--- src/rtl/spram_arbiter_if.sv ---
// spram_arbiter_if: bundle of the two requester ports and the SPRAM-side bus.
//   Port A / port B : req, wr, addr, wdata, ben -> arbiter; gnt, rvalid <- arbiter
//   rdata           : shared read data, qualified by a_rvalid / b_rvalid
//   mem_*           : registered SPRAM controls out, mem_rdata back in
//   modport slave   : arbiter view
//   modport master  : requester + SPRAM view (drives requests and mem_rdata)
interface spram_arbiter_if #(
    parameter int ADDR_W = 14,
    parameter int DATA_W = 16
);
    logic              a_req;
    logic              a_wr;
    logic [ADDR_W-1:0] a_addr;
    logic [DATA_W-1:0] a_wdata;
    logic [3:0]        a_ben;
    logic              a_gnt;
    logic              a_rvalid;

    logic              b_req;
    logic              b_wr;
    logic [ADDR_W-1:0] b_addr;
    logic [DATA_W-1:0] b_wdata;
    logic [3:0]        b_ben;
    logic              b_gnt;
    logic              b_rvalid;

    logic [DATA_W-1:0] rdata;

    logic [3:0]        mem_we;
    logic [ADDR_W-1:0] mem_addr;
    logic [DATA_W-1:0] mem_wdata;
    logic [DATA_W-1:0] mem_rdata;

    modport slave (
        input  a_req, a_wr, a_addr, a_wdata, a_ben,
        input  b_req, b_wr, b_addr, b_wdata, b_ben,
        input  mem_rdata,
        output a_gnt, a_rvalid, b_gnt, b_rvalid, rdata,
        output mem_we, mem_addr, mem_wdata
    );

    modport master (
        output a_req, a_wr, a_addr, a_wdata, a_ben,
        output b_req, b_wr, b_addr, b_wdata, b_ben,
        output mem_rdata,
        input  a_gnt, a_rvalid, b_gnt, b_rvalid, rdata,
        input  mem_we, mem_addr, mem_wdata
    );
endinterface

--- src/rtl/spram_arbiter.sv ---
// spram_arbiter: shares one single-port SPRAM between requester A (capture)
// and requester B (playback).
//   clk   : system clock, rising edge
//   reset : synchronous, active-high
//   bus   : spram_arbiter_if.slave (both request ports + SPRAM bus)
// Grants are combinational from req and the round-robin pointer. The granted
// access is registered onto the SPRAM bus one cycle later; a {valid, port} tag
// follows it so read data comes back to the right port two cycles after grant.
module spram_arbiter #(
    parameter int ADDR_W = 14,
    parameter int DATA_W = 16,
    parameter int PRIO_A = 0
) (
    input  logic            clk,
    input  logic            reset,
    spram_arbiter_if.slave  bus
);

    logic              last_a;     // 1 = A was the most recent grant
    logic              gnt_a;
    logic              gnt_b;
    logic              sel_wr;
    logic [ADDR_W-1:0] sel_addr;
    logic [DATA_W-1:0] sel_wdata;
    logic [3:0]        sel_ben;

    logic [3:0]        we_q;
    logic [ADDR_W-1:0] addr_q;
    logic [DATA_W-1:0] wdata_q;
    logic [1:0]        tag1;       // {read valid, port (1 = B)} at the SPRAM stage
    logic [1:0]        tag2;       // same tag, aligned with mem_rdata

    // A wins if alone, under fixed priority, or when B was granted last.
    always_comb begin
        gnt_a = 1'b0;
        gnt_b = 1'b0;
        if (!reset) begin
            if (bus.a_req && (!bus.b_req || PRIO_A != 0 || !last_a))
                gnt_a = 1'b1;
            else if (bus.b_req)
                gnt_b = 1'b1;
        end
    end

    always_comb begin
        sel_wr    = gnt_b ? bus.b_wr    : bus.a_wr;
        sel_addr  = gnt_b ? bus.b_addr  : bus.a_addr;
        sel_wdata = gnt_b ? bus.b_wdata : bus.a_wdata;
        sel_ben   = gnt_b ? bus.b_ben   : bus.a_ben;
    end

    always_ff @(posedge clk) begin
        if (reset) begin
            last_a  <= 1'b0;
            we_q    <= 4'b0000;
            addr_q  <= '0;
            wdata_q <= '0;
            tag1    <= 2'b00;
            tag2    <= 2'b00;
        end else begin
            tag2 <= tag1;
            if (gnt_a || gnt_b) begin
                last_a  <= gnt_a;
                addr_q  <= sel_addr;
                wdata_q <= sel_wdata;
                // ben = 0 naturally yields no write enable.
                we_q    <= sel_wr ? sel_ben : 4'b0000;
                tag1    <= {~sel_wr, gnt_b};
            end else begin
                // Idle: address/data hold to avoid needless SPRAM bus toggling.
                we_q <= 4'b0000;
                tag1 <= 2'b00;
            end
        end
    end

    assign bus.a_gnt     = gnt_a;
    assign bus.b_gnt     = gnt_b;
    assign bus.mem_we    = we_q;
    assign bus.mem_addr  = addr_q;
    assign bus.mem_wdata = wdata_q;

    assign bus.a_rvalid  = tag2[1] & ~tag2[0];
    assign bus.b_rvalid  = tag2[1] &  tag2[0];

    // The SPRAM output is already a register stage (valid the cycle after the
    // address), so it is forwarded during the rvalid cycle rather than
    // registered again; this keeps the grant-to-rvalid latency at two cycles.
    assign bus.rdata     = tag2[1] ? bus.mem_rdata : '0;

endmodule

--- src/flat_wrapper.sv ---
// flat-port wrapper written by rule: the top's interface ports become plain ports
module spram_arbiter_flat 
#(
    parameter int ADDR_W = 14,
    parameter int DATA_W = 16,
    parameter int PRIO_A = 0
)
  (clk, reset, bus_a_req, bus_a_wr, bus_a_addr, bus_a_wdata, bus_a_ben, bus_b_req, bus_b_wr, bus_b_addr, bus_b_wdata, bus_b_ben, bus_mem_rdata, bus_a_gnt, bus_a_rvalid, bus_b_gnt, bus_b_rvalid, bus_rdata, bus_mem_we, bus_mem_addr, bus_mem_wdata);
  spram_arbiter_if #(.ADDR_W(ADDR_W), .DATA_W(DATA_W)) bus_i ();
  input  logic clk;
  input  logic reset;
  input wire logic [$bits(bus_i.a_req)-1:0] bus_a_req;
  input wire logic [$bits(bus_i.a_wr)-1:0] bus_a_wr;
  input wire logic [$bits(bus_i.a_addr)-1:0] bus_a_addr;
  input wire logic [$bits(bus_i.a_wdata)-1:0] bus_a_wdata;
  input wire logic [$bits(bus_i.a_ben)-1:0] bus_a_ben;
  input wire logic [$bits(bus_i.b_req)-1:0] bus_b_req;
  input wire logic [$bits(bus_i.b_wr)-1:0] bus_b_wr;
  input wire logic [$bits(bus_i.b_addr)-1:0] bus_b_addr;
  input wire logic [$bits(bus_i.b_wdata)-1:0] bus_b_wdata;
  input wire logic [$bits(bus_i.b_ben)-1:0] bus_b_ben;
  input wire logic [$bits(bus_i.mem_rdata)-1:0] bus_mem_rdata;
  output wire logic [$bits(bus_i.a_gnt)-1:0] bus_a_gnt;
  output wire logic [$bits(bus_i.a_rvalid)-1:0] bus_a_rvalid;
  output wire logic [$bits(bus_i.b_gnt)-1:0] bus_b_gnt;
  output wire logic [$bits(bus_i.b_rvalid)-1:0] bus_b_rvalid;
  output wire logic [$bits(bus_i.rdata)-1:0] bus_rdata;
  output wire logic [$bits(bus_i.mem_we)-1:0] bus_mem_we;
  output wire logic [$bits(bus_i.mem_addr)-1:0] bus_mem_addr;
  output wire logic [$bits(bus_i.mem_wdata)-1:0] bus_mem_wdata;
  assign bus_i.a_req = bus_a_req;
  assign bus_i.a_wr = bus_a_wr;
  assign bus_i.a_addr = bus_a_addr;
  assign bus_i.a_wdata = bus_a_wdata;
  assign bus_i.a_ben = bus_a_ben;
  assign bus_i.b_req = bus_b_req;
  assign bus_i.b_wr = bus_b_wr;
  assign bus_i.b_addr = bus_b_addr;
  assign bus_i.b_wdata = bus_b_wdata;
  assign bus_i.b_ben = bus_b_ben;
  assign bus_i.mem_rdata = bus_mem_rdata;
  assign bus_a_gnt = bus_i.a_gnt;
  assign bus_a_rvalid = bus_i.a_rvalid;
  assign bus_b_gnt = bus_i.b_gnt;
  assign bus_b_rvalid = bus_i.b_rvalid;
  assign bus_rdata = bus_i.rdata;
  assign bus_mem_we = bus_i.mem_we;
  assign bus_mem_addr = bus_i.mem_addr;
  assign bus_mem_wdata = bus_i.mem_wdata;
  spram_arbiter #(.ADDR_W(ADDR_W), .DATA_W(DATA_W), .PRIO_A(PRIO_A)) u_core (.clk(clk), .reset(reset), .bus(bus_i));
endmodule
--- config.mk ---
export PLATFORM = sky130hd
export DESIGN_NAME = spram_arbiter_flat
export DESIGN_NICKNAME = d
export VERILOG_FILES = /design/src/rtl/spram_arbiter_if.sv /design/src/rtl/spram_arbiter.sv /design/src/flat_wrapper.sv
export SDC_FILE = /design/constraint.sdc
export NUM_CORES = 1
export LEC_CHECK = 0
export BUFFER_PORTS_ARGS = -buffer_cell sky130_fd_sc_hd__buf_4
export CAP_MARGIN = 20
export CORE_MARGIN = 3
export CORE_UTILIZATION = 43
export CTS_CLUSTER_SIZE = 24
export DETAILED_ROUTE_END_ITERATION = 10
export PLACE_DENSITY_LB_ADDON = 0.25
export SLEW_MARGIN = 20
export SYNTH_ARGS = -nofsm -noshare
export SYNTH_HDL_FRONTEND = slang
export SYNTH_SLANG_ARGS = --single-unit
export TNS_END_PERCENT = 100
--- constraint.sdc ---
create_clock -name clk -period 2.2 [get_ports clk]
set_clock_uncertainty 0.15 [all_clocks]
set_input_delay 0.44 -clock clk [delete_from_list [all_inputs] [get_ports clk]]
set_output_delay 0.44 -clock clk [all_outputs]
set_load 0.01 [all_outputs]
==> out/results.ini <==
[critical_path]
critPathCaptureType=output port
start_kind=flop
cp-startpoint=u_core.last_a$_SDFFE_PP0N_
path_buf_inv=1
r2r_slack_ns=0.58
required_ns=1.61
path_class=reg2out
regToRegEndpoint=u_core.bus.mem_addr[9]$_SDFFE_PP0N_
slowest_delay_ns=0.37
r2r_cells=4
cpLargestDelayFamily=simple AND/OR/NAND/NOR gates
crit_slowest_cell=dfxtp_1
cp_max_fo=7
path_cells=and2b_1 > nor2_2 > buf_4
worst_ep_arrival_time_ns=1.30
r2r-start=u_core.last_a$_SDFFE_PP0N_

[detailed_routing]
ant_nets=0
drtPass1Iterations=4
drt_iter0_drc=262
vias=2180
route.detailed.drc=0
wl_um=6610
via_per_inst=5.60
wl_per_cell_um=17.0

[clock_network]
cts_tree=done
cts_sinks=39
cts-root-buf=clkbuf_8
cts_setup_buffers=0
cts_buffers=5
hold_buffers=0
cts_resized=0
clock_latency_ns=0.29
cts.clk_slew.worst_paths_ns=0.08
clockBufferDepth=2
cts-htree-levels=2

[hold_path]
hold_path_startpoint=bus_b_wdata[13]
min_to=u_core.bus.mem_wdata[13]$_SDFFE_PP0N_
whs_path_depth=2
worstHoldPathType=in2reg

[synth]
syn_area_per_cell_um2=9.27
syn-num-nets=291
yosys.cell_types.count=23
yosysTopAreaCellShare=0.419
synth_warnings=0
yosys.area.top_type=dfxtp_1
synthTopCellsByArea=dfxtp_1, a221o_1, a2111oi_0, inv_1, and2_1
netlist_area_um2=1860
synth_seq_area_share=0.419
synthCells=201
ys_seq_elements=39

[grt]
track_usage=0.248
use_met1=0.317
grt_busiest_layer=met2
grt_max_degree=28
antenna_found_initial=0
met2_usage=0.415
grt_pass1_vias=2014
grt_pass1_wl_um=10100
grtUsageMet3=0.0771
overflow=0

[place]
dpl_worst_slack_ns=0.380
place_hpwl_um=4970
portBuffers=143
placedCellCount=381
routabilityCongestion=0.792

[floorplanning]
fp.dieArea_um2=5160
core.rowCount=23
start_util=0.456
dieWidth_um=71.8
ioPinCount=144
die_h_um=71.8
core_um2=4090

[sta]
whs_ns=0.216
setup_viol=0
tns_ns=0
worst_slack_ns=0.310
tightest_slew_ns=0.475
finalMaxSlewViolations=0
fin_crit_ns=1.89
hold_violations=0
rsz0062_at_grt=false
fin_crit_sh=0.859
relSlewSlack=0.675
fmax_ghz=0.529

[cells_and_area]
layout.nets=428
num-fill-cells=320
multi_input_area_um2=862
antenna_cells=0
area_delta_synth_final_pct=65.1
final_cell_mix=buf_4, dfxtp_1, inv_1, a2111oi_0, a221o_1
fin_cells=389
final_common_cell=buf_4
seqCellArea_um2=781
drive_gt1_frac=0.481

[power]
power_density_nw_per_um2=599
leakagePower_uw=0.00154
ir_drop_mv=0.341

[status]
outcome=finished clean

[run]
cap_violations=0

registers in the layout (all words and copies together) (netlist names):
register              count
u_core.bus.mem_wdata     16
u_core.bus.mem_addr      14
u_core.bus.mem_we         4
u_core.tag1               2
u_core.tag2               2
u_core.last_a             1
cell usage after synthesis:
cell type	number
dfxtp_1	39
nor2_1	5
buf_1	1
a221o_1	30
a2111oi_0	30
nand2b_2	1
inv_1	30
o21ai_0	5
buf_2	5
a22oi_1	4
nand3_1	5
nor3_1	1
and2b_1	1
and3_1	1
clkbuf_1	12
nand2b_1	2
nand2_1	2
and2_1	17
buf_6	3
a21oi_1	1
nor2b_1	4
buf_4	1
nand4b_1	1
routing by layer:
metal  up-vias  wire length, um
met5         -                0
met4         0               18
met3         4              777
met2       137             3270
met1      1006             2550
li1       1033                -
per-stage QoR:
| step | total power [uW] | util | area [um2] |
|---|---|---|---|
| final | 1840 | 0.753 | 3080 |
| after global placement | 1230 | 0.724 | 2960 |
| after global routing | 1910 | 0.753 | 3080 |
| after floorplan | 982 | - | 1860 |
| after detailed placement | 1240 | 0.724 | 2960 |
| after CTS | 1850 | 0.753 | 3080 |
logic make-up (layout without fill, tap and decap cells):
logic type,after synthesis,count (layout),synth area share
buffers and inverters,52,190,0.122
and+or+nand+nor,40,40,0.124
DFF,39,39,0.419
AOI/OAI and AO/OA,70,70,0.334
worst max-delay path by stage:
| stage | depth (start not counted) | slack (ns) | endpoint |
|---|---|---|---|
| 2_1_floorplan | 4 | 0.44 | bus_b_gnt |
| 3_3_place_gp | 4 | 0.43 | u_core.bus.mem_wdata[14]$_SDFFE_PP0N_ |
| 3_5_place_dp | 4 | 0.38 | u_core.bus.mem_wdata[11]$_SDFFE_PP0N_ |
| 4_1_cts | 3 | 0.30 | bus_b_gnt |
| 5_1_grt | 3 | 0.23 | bus_b_gnt |
| 6_report | 3 | 0.31 | bus_b_gnt |
power by group:
part	switching, uW	internal [uW]	total, uW
Sequential	37.3	764	801
Clock	252	367	619
Combinational	177	246	423
area by class of cell:
cell class	instances	area share
clock inverters	2	0.0114
multi-input cells	110	0.280
flip-flops and latches	39	0.254
well taps	50	0.0203
repair buffers	152	0.371
inverters	30	0.0366
clock buffers	6	0.0268
Power figures use the tool's default switching activity.
